--- src/rtl/transfer_receiver_pkg.sv ---
// Shared definitions for the serial transfer receiver.
// rxState_t : 2-bit FSM encoding, exported on the ps debug port
//             (same style as the scanner's debug state)
// DEFAULT_DATA_WIDTH : default byte width for the receiver and its queue
package transfer_receiver_pkg;

  typedef enum logic [1:0] {
    RX_IDLE    = 2'b00,
    RX_READY   = 2'b01,
    RX_RECEIVE = 2'b10
  } rxState_t;

  localparam int unsigned DEFAULT_DATA_WIDTH = 8;

endpackage

--- src/rtl/transfer_receiver_byte_fifo.sv ---
// byte_fifo: small synchronous FIFO for received bytes.
// Ports:
//   clk, rst   : clock, asynchronous active-high reset
//   push       : write request, pushData is the byte to write
//   pop        : read request, ignored while empty
//   head       : current head entry, 0 while empty
//   full/empty : occupancy flags
//   count      : number of stored entries (0..DEPTH)
//   overflow   : sticky, set when a push is attempted while full
// DEPTH must be a power of two so the pointers wrap naturally.
module byte_fifo
  import transfer_receiver_pkg::*;
#(
  parameter int unsigned WIDTH = DEFAULT_DATA_WIDTH,
  parameter int unsigned DEPTH = 8
) (
  input  logic                     clk,
  input  logic                     rst,
  input  logic                     push,
  input  logic [WIDTH-1:0]         pushData,
  input  logic                     pop,
  output logic [WIDTH-1:0]         head,
  output logic                     full,
  output logic                     empty,
  output logic [$clog2(DEPTH):0]   count,
  output logic                     overflow
);

  localparam int unsigned AW = $clog2(DEPTH);
  localparam int unsigned CW = AW + 1;

  logic [WIDTH-1:0] mem [DEPTH];
  logic [AW-1:0]    wrPtr;
  logic [AW-1:0]    rdPtr;
  logic             doPush;
  logic             doPop;

  assign empty  = (count == '0);
  assign full   = (count == CW'(DEPTH));
  assign doPush = push & ~full;
  assign doPop  = pop & ~empty;
  assign head   = empty ? '0 : mem[rdPtr];

  always_ff @(posedge clk) begin
    if (doPush) begin
      mem[wrPtr] <= pushData;
    end
  end

  always_ff @(posedge clk or posedge rst) begin
    if (rst) begin
      wrPtr    <= '0;
      rdPtr    <= '0;
      count    <= '0;
      overflow <= 1'b0;
    end else begin
      if (doPush) begin
        wrPtr <= wrPtr + 1'b1;
      end
      if (doPop) begin
        rdPtr <= rdPtr + 1'b1;
      end
      if (doPush && !doPop) begin
        count <= count + 1'b1;
      end else if (doPop && !doPush) begin
        count <= count - 1'b1;
      end
      if (push && full) begin
        overflow <= 1'b1;
      end
    end
  end

endmodule

--- src/rtl/transfer_receiver.sv ---
// transfer_receiver: receiving end of the scanner serial transfer link.
// Grants transfers via readyForTransfer, deserializes serialClkIn /
// serialDataIn MSB-first into bytes and queues them in byte_fifo.
// Ports:
//   clk, rst          : clock, asynchronous active-high reset
//   serialClkIn       : scanner clkOut, data sampled on its rising edge
//   serialDataIn      : scanner dataOut, MSB first
//   readEnable        : consumer pop request
//   readyForTransfer  : to scanner readyForTransferIn (READY/RECEIVE)
//   dataOutByte       : queue head, 0 when empty
//   dataValid         : queue not empty
//   byteCount         : queue occupancy
//   frameError        : one-cycle pulse when a partial byte times out
//   overflow          : sticky, write attempted while queue full
//   ps                : current FSM state for debug
module transfer_receiver
  import transfer_receiver_pkg::*;
#(
  parameter int unsigned DATA_WIDTH     = DEFAULT_DATA_WIDTH,
  parameter int unsigned BURST_BYTES    = 2,
  parameter int unsigned FIFO_DEPTH     = 8,
  parameter int unsigned TIMEOUT_CYCLES = 64
) (
  input  logic                          clk,
  input  logic                          rst,
  input  logic                          serialClkIn,
  input  logic                          serialDataIn,
  input  logic                          readEnable,
  output logic                          readyForTransfer,
  output logic [DATA_WIDTH-1:0]         dataOutByte,
  output logic                          dataValid,
  output logic [$clog2(FIFO_DEPTH):0]   byteCount,
  output logic                          frameError,
  output logic                          overflow,
  output logic [1:0]                    ps
);

  localparam int unsigned CW  = $clog2(FIFO_DEPTH) + 1;
  localparam int unsigned BCW = $clog2(DATA_WIDTH);
  localparam int unsigned BYW = $clog2(BURST_BYTES) + 1;
  localparam int unsigned TW  = $clog2(TIMEOUT_CYCLES) + 1;

  localparam logic [CW-1:0]  MAX_FILL     = CW'(FIFO_DEPTH - BURST_BYTES);
  localparam logic [BCW-1:0] LAST_BIT     = BCW'(DATA_WIDTH - 1);
  localparam logic [BYW-1:0] LAST_BYTE    = BYW'(BURST_BYTES - 1);
  localparam logic [TW-1:0]  TIMEOUT_LAST = TW'(TIMEOUT_CYCLES - 1);

  rxState_t              state;
  logic                  clkSync1;
  logic                  clkSync2;
  logic                  clkPrev;
  logic                  dataSync1;
  logic                  dataSync2;
  logic                  sampleEvent;
  logic [DATA_WIDTH-2:0] shiftReg;
  logic [DATA_WIDTH-1:0] nextByte;
  logic [BCW-1:0]        bitCount;
  logic [BYW-1:0]        byteIdx;
  logic [TW-1:0]         idleCnt;
  logic                  pushByte;
  logic                  fifoFull;
  logic                  fifoEmpty;

  // Two-flop synchronizers plus a delayed copy of the synchronized clock
  // for rising-edge detection.
  always_ff @(posedge clk or posedge rst) begin
    if (rst) begin
      clkSync1  <= 1'b0;
      clkSync2  <= 1'b0;
      clkPrev   <= 1'b0;
      dataSync1 <= 1'b0;
      dataSync2 <= 1'b0;
    end else begin
      clkSync1  <= serialClkIn;
      clkSync2  <= clkSync1;
      clkPrev   <= clkSync2;
      dataSync1 <= serialDataIn;
      dataSync2 <= dataSync1;
    end
  end

  assign sampleEvent = clkSync2 & ~clkPrev;

  // shiftReg only holds the DATA_WIDTH-1 bits received so far; the
  // completed byte is formed combinationally so it can be pushed on the
  // same edge that shifts in the last bit.
  assign nextByte = {shiftReg, dataSync2};
  assign pushByte = sampleEvent && (state == RX_RECEIVE) && (bitCount == LAST_BIT);

  always_ff @(posedge clk or posedge rst) begin
    if (rst) begin
      state            <= RX_IDLE;
      readyForTransfer <= 1'b0;
      frameError       <= 1'b0;
      shiftReg         <= '0;
      bitCount         <= '0;
      byteIdx          <= '0;
      idleCnt          <= '0;
    end else begin
      frameError <= 1'b0;
      unique case (state)
        RX_IDLE: begin
          if (byteCount <= MAX_FILL) begin
            state            <= RX_READY;
            readyForTransfer <= 1'b1;
          end
        end
        RX_READY: begin
          if (sampleEvent) begin
            state    <= RX_RECEIVE;
            shiftReg <= nextByte[DATA_WIDTH-2:0];
            bitCount <= bitCount + 1'b1;
            byteIdx  <= '0;
            idleCnt  <= '0;
          end
        end
        RX_RECEIVE: begin
          if (sampleEvent) begin
            shiftReg <= nextByte[DATA_WIDTH-2:0];
            idleCnt  <= '0;
            if (bitCount == LAST_BIT) begin
              bitCount <= '0;
              if (byteIdx == LAST_BYTE) begin
                byteIdx          <= '0;
                state            <= RX_IDLE;
                readyForTransfer <= 1'b0;
              end else begin
                byteIdx <= byteIdx + 1'b1;
              end
            end else begin
              bitCount <= bitCount + 1'b1;
            end
          end else if (idleCnt == TIMEOUT_LAST) begin
            // Abandon the partial byte; committed bytes stay queued.
            frameError       <= 1'b1;
            shiftReg         <= '0;
            bitCount         <= '0;
            byteIdx          <= '0;
            idleCnt          <= '0;
            state            <= RX_IDLE;
            readyForTransfer <= 1'b0;
          end else begin
            idleCnt <= idleCnt + 1'b1;
          end
        end
        default: begin
          state            <= RX_IDLE;
          readyForTransfer <= 1'b0;
        end
      endcase
    end
  end

  assign ps        = state;
  assign dataValid = ~fifoEmpty;

  byte_fifo #(
    .WIDTH (DATA_WIDTH),
    .DEPTH (FIFO_DEPTH)
  ) rxFifo (
    .clk      (clk),
    .rst      (rst),
    .push     (pushByte),
    .pushData (nextByte),
    .pop      (readEnable),
    .head     (dataOutByte),
    .full     (fifoFull),
    .empty    (fifoEmpty),
    .count    (byteCount),
    .overflow (overflow)
  );

endmodule

--- config.mk ---
export PLATFORM = sky130hd
export DESIGN_NAME = transfer_receiver
export DESIGN_NICKNAME = d
export VERILOG_FILES = /design/src/rtl/transfer_receiver_pkg.sv /design/src/rtl/transfer_receiver_byte_fifo.sv /design/src/rtl/transfer_receiver.sv
export SDC_FILE = /design/constraint.sdc
export NUM_CORES = 1
export LEC_CHECK = 0
export ABC_AREA = 1
export CAP_MARGIN = 40
export CORE_ASPECT_RATIO = 1.25
export CORE_MARGIN = 4
export CORE_UTILIZATION = 50
export DETAILED_ROUTE_END_ITERATION = 7
export GPL_TIMING_DRIVEN = 0
export PLACE_DENSITY_LB_ADDON = 0.25
export SETUP_SLACK_MARGIN = 0.2
export SKIP_CTS_REPAIR_TIMING = 1
export SLEW_MARGIN = 20
export SYNTH_ARGS = -nofsm -noshare
export SYNTH_HDL_FRONTEND = slang
export SYNTH_SLANG_ARGS = --single-unit
--- constraint.sdc ---
create_clock -name clk -period 3.7 [get_ports clk]
set_input_delay 0.74 -clock clk [delete_from_list [all_inputs] [get_ports clk]]
set_output_delay 0.74 -clock clk [all_outputs]
set_load 0.02 [all_outputs]
---- Word level (Yosys, flattened, before mapping) ----
Memories as Yosys holds them, arrays and structs flattened.
Cells that the tools add are included.
cells by class
  $add $sub $neg .......................... 7
  magnitude comparators ................... 1
  eq/ne operators ......................... 11
  muxes and demuxes ....................... 39
  bitwise gates (word level) .............. 7
  reduce and logical (&&, ||, !) cells .... 16
operator list
  kind                                                   count
  2-to-1 mux 7 bit                                       6
  one-hot mux 7 bit (2 select lines)                     2
  2-to-1 mux 2 bit                                       10
  2-to-1 mux 3 bit                                       4
  2-to-1 mux 1 bit                                       10
  AND reduction 5 bit                                    2
  adder 3 x 1 -> 3 bit, second input constant            3
  inequality test 3 x 2 -> 1 bit, second input constant  3
  2-to-1 mux 4 bit                                       2
  2-to-1 mux 8 bit                                       1
  adder 7 x 1 -> 7 bit, second input constant            1
  equality test 7 x 6 -> 1 bit, second input constant    1
  one-hot mux 2 bit (3 select lines)                     1
  one-hot mux 3 bit (2 select lines)                     1
  logical AND 1 bit                                      5
  adder 4 x 1 -> 4 bit, second input constant            1
  equality test 2 x 1 -> 1 bit, second input constant    2
  equality test 4 bit, second input constant             1
  <= comparator 4 x 3 -> 1 bit, second input constant    1
  zero test 4 bit                                        1
  inequality test 2 bit, second input constant           2
  inverter 1 bit                                         4
  one-hot mux 2 bit (2 select lines)                     1
  AND reduction 4 bit                                    1
  other kinds (11)                                       15
word-level totals
  register bits after elaboration ......... 39
  RAM bits ................................ 64
  input bits .............................. 5
  output and inout port bits .............. 18
  logic and storage cells ................. 98
  memories kept ........................... 1
memory list
  name        words  bits a word  read ports  clocked after Yosys merged registers in  wr ports  line                               source
  rxFifo.mem  8      8            1           0                                        1         transfer_receiver_byte_fifo.sv:32  logic [WIDTH-1:0] mem [DEPTH];

---- Depth between registers and ports, before layout ----
  depth after elaboration ................. 9
  depth in mapped cells ................... 14
  depth with buffers taken out ............ 14

---- Cells and area by module ----
Synthesis repeated with hierarchy kept, for this count alone.
second synthesis, totals
  cell total of the unflattened synthesis .. 511
  area total of the unflattened synthesis .. 4815.9 um2
modules (own cells, without submodules)
  module             instances  cells each  area an instance (um2)  seq. area each (um2)
  byte_fifo          1          359         3505.9                  2197.1
  transfer_receiver  1          152         1310.0                  700.7

---- Worst setup path before layout ----
Ideal clock, no wire load.
  path type ............................... register to register
  start ................................... register state[0] (netlist: ps[0])
  end ..................................... register rxFifo.count[3]
  setup time .............................. 0.083 ns
  arrival ................................. 2.086 ns
  required time ........................... 3.617 ns
  path slack .............................. 1.531 ns
  cell stages (with the launch flop) ...... 15
  path buffers ............................ 0
  clock period less this slack ............ 2.169 ns
  cells stage by stage .................... dfrtp_1 > inv_1 > nand2_4 > nor2_4 > nand3_2 > inv_2 > ha_1 > inv_1 > ha_1 > nand2_1 > nand2_1 > nor2_1 > xnor2_1 > nand2_1 > o21ai_0
on the way
  longest elaborated chain between the ends .. 7
  elaborated cells between the ends (all ways) .. 9
  those cells by class .................... eq/ne (1); mux (1); bitwise (1); reduce/logical (6)
ends and longest elaborated chain
  element                              line                               source
  start: declaration                   transfer_receiver.sv:48            rxState_t state;
  start signal: assignment             transfer_receiver.sv:92            state <= RX_IDLE;
  start signal: assignment             transfer_receiver.sv:104           state <= RX_READY;
  start signal: assignment             transfer_receiver.sv:110           state <= RX_RECEIVE;
  equality test 2 bit *                transfer_receiver.sv:88            assign pushByte = sampleEvent && (state == RX_RECEIVE) && (bitCount == LAST_BIT);
  logical AND 1 bit * (2 in series)    transfer_receiver.sv:88
  AND 1 bit *                          transfer_receiver_byte_fifo.sv:40  assign doPush = push & ~full;
  net rxFifo.doPush                    transfer_receiver_byte_fifo.sv:35  logic doPush;
  zero test 1 bit                      transfer_receiver_byte_fifo.sv:65  end else if (doPop && !doPush) begin
  logical AND 1 bit                    transfer_receiver_byte_fifo.sv:65
  nonzero test 2 bit (no source line)  --
  end signal: assignment               transfer_receiver_byte_fifo.sv:64  count <= count + 1'b1;
  end signal: assignment               transfer_receiver_byte_fifo.sv:66  count <= count - 1'b1;
  end: declaration                     transfer_receiver_byte_fifo.sv:25  output logic [$clog2(DEPTH):0] count,
Mark *: on every way through the listed nets, which the timed path passes. The rest lies on a longest branch.
A chain may end at the register's enable or synchronous reset.

---- Worst setup path after layout ----
  start ................................... register rxFifo.rdPtr[1]
  end ..................................... output port dataOutByte[6]
on the way
  longest elaborated chain between the ends .. 2
ends and longest elaborated chain
  element                   line                               source
  start: declaration        transfer_receiver_byte_fifo.sv:34  logic [AW-1:0] rdPtr;
  start signal: assignment  transfer_receiver_byte_fifo.sv:61  rdPtr <= rdPtr + 1'b1;
  memory read (8 x 8 bit)   --
  2-to-1 mux 8 bit          transfer_receiver_byte_fifo.sv:42  assign head = empty ? '0 : mem[rdPtr];
  end: declaration          transfer_receiver.sv:30            output logic [DATA_WIDTH-1:0] dataOutByte,
No other way between the ends.

==> metrics <==
outcome finished, final reports clean; GR Util met3 2.59%; final slew viol count 0; first-pass GRT wire length 15300 um; Synth cell types 31; switching power 1530 uW; fraction of layout cells with a size suffix above 1 9.62%; Clk Latency, worst-skew pair 360 ps; crit path kind flip-flop to output pin; f_max 0.307 GHz; R2R setup slack 1340 ps; syn_area_per_cell 10.9 um2; DRC viols 0; Starting Density 51.3%; Hold Path Class flip-flop to flip-flop; top-area cell type share of the netlist area 43.3%; CTS tree yes; initial antenna violation count 0; antenna viol nets, final 0; Worst R2R End rxFifo.count[3]; Total Negative Setup Slacks 0 ps; Reg2Reg Depth 14; sequential share of the synthesized area 65.3%; pin count of the biggest net entering global routing 31; actual slew at the worst max-slew pin 828 ps; clock buffer depth 2; ant diodes 0; drt initial violations 171; Wirelength per Cell 16.3 um; vias in the first global route 2969; clk slew on worst S/H paths 90 ps; Die Height 113 um; P_leak 0.00200 uW; num ports 23; Synth Instances 407; half-perimeter wire length after placement 6220 um; largest cells by area after synthesis edfxtp_1, dfrtp_1, nor2_1; worst-path fanout max 10; Tmin final 3260 ps; most common cell after layout, fill and taps aside nor2_1; CTS Sinks 103; Max Cap Viol 0; Area Overhead vs Synth 13.5%; final setup skew 13.7 ps; Final Hold Viols 0; net switching fraction of the power 39.4%; CP Data Required Time 2960 ps; Layout Cells excl Fill 567; DP Cell Count 550; Clock power frac 17.3%; RSZ-0062 raised after global routing no; Gate power share 41.2%; Port Buffers 22; R2R Path Start ps[0]; cell internal pwr 2350 uW; crit end category output pin; syn nets 421; maximum VDD drop 0.000382 V; detailed-route via count 3008; CTS buffer count 9; overall die width 92.3 um; Overflow after GRT 0; Period Utilization, post-route 88.0%; row count 38; Root Buffer clkbuf_8; Slew HR 44.6%; YS warnings 0; H-tree depth 3; GRT busiest layer met2; crit path capture dataOutByte[6]; GR Util met2 33.7%; final net count 456; Detailed Route WL 9240 um; Die ar. 0.0105 mm2; vias per cell 5.31; GR Util met1 23.9%; FF+latch count, synth 103; dominant cell type by area after synthesis edfxtp_1; nature of the critical path startpoint flip-flop; Final Wtd Congestion 0.814; Crit path arrival time 2520 ps; Fillers 745; core footprint 0.00865 mm2; Mapped Area 0.00444 mm2; sequential power share 41.5%; PD cells 770 mW/mm2; TritonRoute pass-1 iters 4; # setup viols final 0; commonest cells after routing, fill and taps aside nor2_1, nand2_1, edfxtp_1; Worst Setup SP rxFifo.rdPtr[1]; GRT Resource Usage Total 19.2%
==> how the worst min path moves through the flow <==
stage / cells after the start / from / end
finish: 0 / dataSync1 / dataSync2
global route: 0 / dataSync1 / dataSync2
CTS: 0 / dataSync1 / dataSync2
detailed placement: 0 / clkSync1 / clkSync2
global placement: 0 / dataSync1 / dataSync2
floorplan: 0 / clkSync1 / clkSync2
==> critical path, cell delays in order (launching register included) <==
cell and delay (ps):
dfrtp_1 500, clkbuf_1 420, o21ai_0 160, o211ai_1 230, nand2_1 80, nor2_1 150, clkdlybuf4s50_1 630
==> power by group through the flow <==
| stage | logic [uW] | registers (uW) | clock network (uW) |
|---|---|---|---|
| final | 1600 | 1610 | 670 |
| after floorplan | 1010 | 1610 | 0 |
| after global placement | 1580 | 1620 | 0 |
| after global routing | 1780 | 1640 | 725 |
| after CTS | 1620 | 1610 | 683 |
| after detailed placement | 1610 | 1640 | 0 |
==> registers in the layout, summed over array words and instances, names as in the netlist, 2 cells and up <==
register and cells:
rxFifo.count 4, byteIdx 2, rxFifo.wrPtr 3, shiftReg 7
rxFifo.mem 64, ps 2, rxFifo.rdPtr 3, bitCount 3
idleCnt 7
==> stage by stage <==
step	cell area (um2)	power, uW	hold slack, ps	setup slack [ps]	utilization, %
floorplan	4440	2620	331	1530	-
global placement	4810	3200	336	865	55.6
detailed placement	4850	3240	339	848	56.0
CTS	5030	3910	361	432	58.1
global route	5040	4150	378	286	58.2
finish	5040	3880	359	443	58.2
==> per-layer routing <==
metal	part of all wire (%)	wire, um
met3	5.5	505
met1	41	3800
met2	52	4850
met4	1.0	94
met5	0	0
==> cells in the mapped netlist <==
cell type  instances
nor2_1            71
nand2_1           68
edfxtp_1          64
o21ai_0           42
dfrtp_1           39
inv_1             27
nand3_1           17
ha_1               8
o211ai_1           8
o22ai_1            8
buf_2              7
nand4_1            7
a21oi_1            5
nor3_1             5
xnor2_1            5
nand2_4            4
inv_2              3
nor2_4             3
clkbuf_2           2
nand3_2            2
xor2_1             2
a31oi_1            1
buf_1              1
buf_6              1
buf_8              1
clkbuf_1           1
fa_1               1
nand3b_1           1
nor2_8             1
o21bai_1           1
o31ai_1            1
==> logic make-up after synthesis <==
kind of cell    synth area share (%)
fa+ha+maj                       2.71
flops                           65.3
buf+inv                         4.31
compound gates                  8.26
simple gates                    18.1
xor+xnor                        1.38
==> area by class of cell <==
cell class / instances / area, um2 / share of cell area (%)
Multi-Input combinational cell: 261 / 1370 / 27.2
Clock buffer: 11 / 131 / 2.61
Tap cell: 120 / 150 / 2.98
Inverter: 30 / 113 / 2.23
Buffer: 13 / 78.8 / 1.56
Timing Repair Buffer: 24 / 248 / 4.92
Sequential cell: 103 / 2900 / 57.5
Clock inverter: 5 / 50.0 / 0.993
Note: power is estimated with default switching activity, not from simulation.
